**src/rtl/hub75_scan_driver.sv**
```systemverilog
// HUB75 scan driver for a 1/32-scan panel: shifts a generated test pattern
// one row pair at a time, latches it, sets the row address, then lights the LEDs.
module hub75_scan_driver #(
    parameter int COLS           = 64,
    parameter int ROW_PAIRS      = 32,
    parameter int DISPLAY_CYCLES = 64
) (
    input  logic clk_in,
    input  logic locked,
    output logic R1_data,
    output logic G1_data,
    output logic B1_data,
    output logic R2_data,
    output logic G2_data,
    output logic B2_data,
    output logic A,
    output logic B,
    output logic C,
    output logic D,
    output logic E,
    output logic clk_out,
    output logic LAT,
    output logic OE_N,
    output logic done
);

    localparam int COL_W  = $clog2(COLS);
    localparam int DISP_W = $clog2(DISPLAY_CYCLES + 1);

    localparam logic [COL_W-1:0]  COL_LAST  = COL_W'(COLS - 1);
    localparam logic [COL_W-1:0]  COL_ONE   = COL_W'(1);
    localparam logic [4:0]        ROW_LAST  = 5'(ROW_PAIRS - 1);
    localparam logic [DISP_W-1:0] DISP_LAST = DISP_W'(DISPLAY_CYCLES - 1);
    localparam logic [DISP_W-1:0] DISP_ONE  = DISP_W'(1);

    typedef enum logic [1:0] {
        ST_SHIFT   = 2'd0,
        ST_LATCH   = 2'd1,
        ST_DISPLAY = 2'd2
    } state_t;

    // Internal state describes what the outputs must show after the next edge.
    state_t              state, state_nx;
    logic [COL_W-1:0]    col, col_nx;
    logic                phase, phase_nx;
    logic [4:0]          row, row_nx;
    logic [DISP_W-1:0]   disp_cnt, disp_nx;
    logic                wrap, wrap_nx;

    logic [2:0] upper_nx;
    logic [2:0] lower_nx;
    logic [4:0] addr_nx;
    logic       clk_out_nx;
    logic       lat_nx;
    logic       oe_n_nx;
    logic       done_nx;

    always_ff @(posedge clk_in or negedge locked) begin
        if (!locked) begin
            state    <= ST_SHIFT;
            col      <= '0;
            phase    <= 1'b0;
            row      <= '0;
            disp_cnt <= '0;
            wrap     <= 1'b0;
        end else begin
            state    <= state_nx;
            col      <= col_nx;
            phase    <= phase_nx;
            row      <= row_nx;
            disp_cnt <= disp_nx;
            wrap     <= wrap_nx;
        end
    end

    always_comb begin
        state_nx = state;
        col_nx   = col;
        phase_nx = phase;
        row_nx   = row;
        disp_nx  = disp_cnt;
        wrap_nx  = wrap;
        case (state)
            ST_SHIFT: begin
                if (!phase) begin
                    phase_nx = 1'b1;
                    if (col == '0) begin
                        wrap_nx = 1'b0;
                    end
                end else begin
                    phase_nx = 1'b0;
                    if (col == COL_LAST) begin
                        col_nx   = '0;
                        state_nx = ST_LATCH;
                    end else begin
                        col_nx = col + COL_ONE;
                    end
                end
            end
            ST_LATCH: begin
                disp_nx  = '0;
                state_nx = ST_DISPLAY;
            end
            ST_DISPLAY: begin
                if (disp_cnt == DISP_LAST) begin
                    disp_nx  = '0;
                    state_nx = ST_SHIFT;
                    // The frame-done pulse is emitted on the next column-0 edge.
                    if (row == ROW_LAST) begin
                        row_nx  = '0;
                        wrap_nx = 1'b1;
                    end else begin
                        row_nx = row + 5'd1;
                    end
                end else begin
                    disp_nx = disp_cnt + DISP_ONE;
                end
            end
            default: begin
                state_nx = ST_SHIFT;
                col_nx   = '0;
                phase_nx = 1'b0;
                row_nx   = '0;
                disp_nx  = '0;
                wrap_nx  = 1'b0;
            end
        endcase
    end

    always_comb begin
        upper_nx   = 3'b000;
        lower_nx   = 3'b000;
        addr_nx    = {E, D, C, B, A};
        clk_out_nx = 1'b0;
        lat_nx     = 1'b0;
        oe_n_nx    = 1'b1;
        done_nx    = 1'b0;
        case (state)
            ST_SHIFT: begin
                upper_nx   = {col[0], col[1], col[2]};
                lower_nx   = {row[0], row[1], row[2]};
                clk_out_nx = phase;
                done_nx    = !phase && (col == '0) && wrap;
            end
            ST_LATCH: begin
                lat_nx  = 1'b1;
                addr_nx = row;
            end
            ST_DISPLAY: begin
                oe_n_nx = 1'b0;
            end
            default: begin
                oe_n_nx = 1'b1;
            end
        endcase
    end

    always_ff @(posedge clk_in or negedge locked) begin
        if (!locked) begin
            {R1_data, G1_data, B1_data} <= 3'b000;
            {R2_data, G2_data, B2_data} <= 3'b000;
            {E, D, C, B, A}             <= 5'd0;
            clk_out                     <= 1'b0;
            LAT                         <= 1'b0;
            OE_N                        <= 1'b1;
            done                        <= 1'b0;
        end else begin
            {R1_data, G1_data, B1_data} <= upper_nx;
            {R2_data, G2_data, B2_data} <= lower_nx;
            {E, D, C, B, A}             <= addr_nx;
            clk_out                     <= clk_out_nx;
            LAT                         <= lat_nx;
            OE_N                        <= oe_n_nx;
            done                        <= done_nx;
        end
    end

endmodule

```
**config.mk**
```make
export PLATFORM = sky130hd
export DESIGN_NAME = hub75_scan_driver
export DESIGN_NICKNAME = d
export VERILOG_FILES = /design/src/rtl/hub75_scan_driver.sv
export SDC_FILE = /design/constraint.sdc
export NUM_CORES = 1
export LEC_CHECK = 0
export ABC_AREA = 0
export ABC_CLOCK_PERIOD_IN_PS = 2150
export CAP_MARGIN = 20
export CELL_PAD_IN_SITES_DETAIL_PLACEMENT = 0
export CELL_PAD_IN_SITES_GLOBAL_PLACEMENT = 1
export CORE_MARGIN = 4
export CORE_UTILIZATION = 44
export CTS_CLUSTER_SIZE = 14
export DETAILED_ROUTE_END_ITERATION = 12
export PLACE_DENSITY = 0.86
export SLEW_MARGIN = 40
export SYNTH_ARGS = -nofsm -noshare
export SYNTH_HDL_FRONTEND = slang
export SYNTH_SLANG_ARGS = --single-unit
```
**constraint.sdc**
```tcl
create_clock -name clk_in -period 2.15 [get_ports clk_in]
set_input_delay 0.43 -clock clk_in [delete_from_list [all_inputs] [get_ports clk_in]]
set_output_delay 0.43 -clock clk_in [all_outputs]
set_load 0.02 [all_outputs]
```
==> metrics <==
predominant post-synthesis flop cell=dfrtp_1; post-route ant nets=0; CTS H-tree lvls=2; placed insts=229; Final Hold Fails=0; #FFs+latches synth=37; area delta synth->final=15.8%; IO Count=17; CTS resizes=0; # DRC=0; Root Driver=clkbuf_8; slew of the pin with the lowest slew margin=~460 ps; multi-input combinational cell area=787 um^2; Worst Path Max Fanout=7; Post-synth EDFFs=0; reg2reg path depth=6; drt via density=5.51; Slowest cell on crit path=dfrtp_1; share of cells above drive strength 1=13.2%; cells after synthesis=168; Row Count=22; min Tclk post-route=1840 ps; Ys Warns=0; CTS Buffer Depth=2; die height=roughly 71 um; dpl hpwl=2.40 mm; Synth Area per Inst=10.5 um^2; die footprint=5110 um^2; RSZ-0062 raised after global routing=no; core box area=3770 um^2; Util after Layout=54.4%; Yosys cell types=47; Tightest Hold Check Type=input port to async pin; syn nets=178; Synth area leader=dfrtp_1; Die Wd=71.5 um; Setup Viol. Count Final=0; via count=1305; Mapped Area=1770 um^2; fmax=544 MHz; GRT Util Overall=between 10 and 15%; post-CTS setup buffer count=0; first-pass GRT wire length=5.84 mm; post-synth top area share=roughly 50%; crit path launch type=flop; Critical Path End Type=flop; Hold Buf Count CTS=0; antenna violations before repair=0; fin. max-slew vios=0; Slew HR=around 70%; Worst Skew=7.01 ps; outcome=completed; CP Cell Sequence=ha_1 -> and3_1 -> ha_1 -> nor4_2 -> nand4b_1 -> nand3_1; Setup CP Type=flop to flop; PortBufs=16; Inserted Clock Buffers=5; drt pass-1 iters=4; Worst Setup Slack, final=313 ps; Crit path largest cell delay=450 ps; setup TNS=0 ps; Clock transition at path regs=70 ps; Pleak=0.909 nW; drt initial violations=approximately 120; fraction of registers with async set/reset=100%; FILL cells=311; GRT overflow=0; Total Power=1.17 mW; Peak VDD IR=0.333 mV; nets=just under 200; GPL Wtd Cong=0.810; most used cell, CP=ha_1; largest net degree at the start of global routing=38; wire per inst=14.5 um; Cell Pwr Density=570 nW/um^2; final cycle utilization of the critical path=between 80% and 90%; number of global-route vias before repair=approximately 1.3k; n_diodes=0; Area contributors post-synth=dfrtp_1 (51%), ha_1 (5.6%), nand2_1 (4.0%), mux2_2 (3.2%), nand3_1 (3.1%); Final Instance Count excl. Fillers=237; Clock Latency Late Sink=around 280 ps; Starting Density=47.0%; Max-Cap Viols=0; CTS Sinks=37; final wirelength=3.44 mm; sequential fraction of the synthesis area=between 50% and 60%; CP arrival=2060 ps; r2r setup slk=between 300 and 400 ps; Setup WS pre-CTS=336 ps; FF+latch area=a little over 900 um^2; CTS tree=yes; Worst EP required=around 2400 ps
[where the power goes]
part	total (mW)	switching, mW	internal (mW)
registers	0.696	0	0.696
logic	0.0137	0.0125	0.00123
clock network	0.461	0.236	0.225
[synthesized netlist by cell type (2+ instances only)]
library cell   n
ha_1           8
nand2b_1       2
o21ai_0        6
mux2_2         5
mux2i_1        2
and2_1         4
o21ai_1        5
nor3_1         5
a31oi_1        2
a21oi_1        6
dfrtp_1       36
clkbuf_1       2
buf_6          2
a21o_1         3
a22o_1         2
o211ai_1       2
nand2_1       19
inv_1          6
or3_1          2
nand3_1       11
nand4_1        2
nor2_1        11
[cells in the final DEF (no fill, tap or decap), types with 2 or more instances in the layout]
cell type,count
o21ai_1,5
buf_4,3
inv_1,6
or3_1,2
nor3_1,5
clkinv_2,2
dfrtp_1,36
a31oi_1,2
a22o_1,2
nand4_1,2
mux2_2,5
o211ai_1,2
mux2i_1,2
a21o_1,3
nand3_1,11
and2_1,4
ha_1,8
nand2b_1,2
nor2_1,11
o21ai_0,6
a21oi_1,6
clkbuf_8,5
nand2_1,19
clkdlybuf4s50_1,15
[worst paths after layout]
kind,startpoint,to
max,row[0],row[2]
min,locked,E
max reg2reg,row[0],row[2]
min reg2reg,B,B
max in group asynchronous,locked,OE_N
min in group clk_in,B,B
[critical path, delay by kind of cell, from the launching register on]
| kind | cells | cell delay [ps] |
|---|---|---|
| flip-flops | 1 | 450 |
| AND/OR/NAND/NOR | 4 | 830 |
| adder cells (fa/ha/maj) | 2 | 500 |
[per-layer routing]
metal / up-vias / global-route usage [%] / routed length, um
met1: 628 / 17.6 / 1460
met3: 7 / 4.35 / 197
met5: - / 0 / 0
met4: 0 / 6.89 / 51
met2: 37 / 23.3 / 1740
li1: 633 / - / -
[layout make-up]
class,instances,share of cell area [%]
inverter,6,1.10
multi-input combinational,120,38.4
sequential,37,45.2
tap,48,2.93
clock inverter,2,0.488
timing repair buffer,18,8.41
clock buffer,6,3.54
[sequential cells by signal, indices dropped and copies added (netlist names)]
name,flops
D,1
G1_data,1
wrap,1
A,1
phase,1
B1_data,1
OE_N,1
R1_data,1
R2_data,1
C,1
E,1
LAT,1
G2_data,1
B,1
disp_cnt,7
done,1
state,2
row,5
B2_data,1
clk_out,1
col,6
[through the flow]
step / area [um^2] / hold WS (ps)
finish: 2050 / 91.3
global route: 2050 / 126
CTS: 2050 / 253
detailed placement: 1970 / 502
global placement: 1970 / 492
floorplan: 1770 / 134
[kinds of logic (layout without fill, tap and decap cells)]
kind of cell	after synthesis	count (layout)	share of synthesized area [%]
DFF	37	37	52.3
and+or+nand+nor	70	70	20.9
AOI/OAI and AO/OA	34	34	12.9
adders and majority gates	8	8	5.65
muxes	8	8	4.94
buffers and inverters	11	32	3.25
Power figures use the tool's default switching activity.
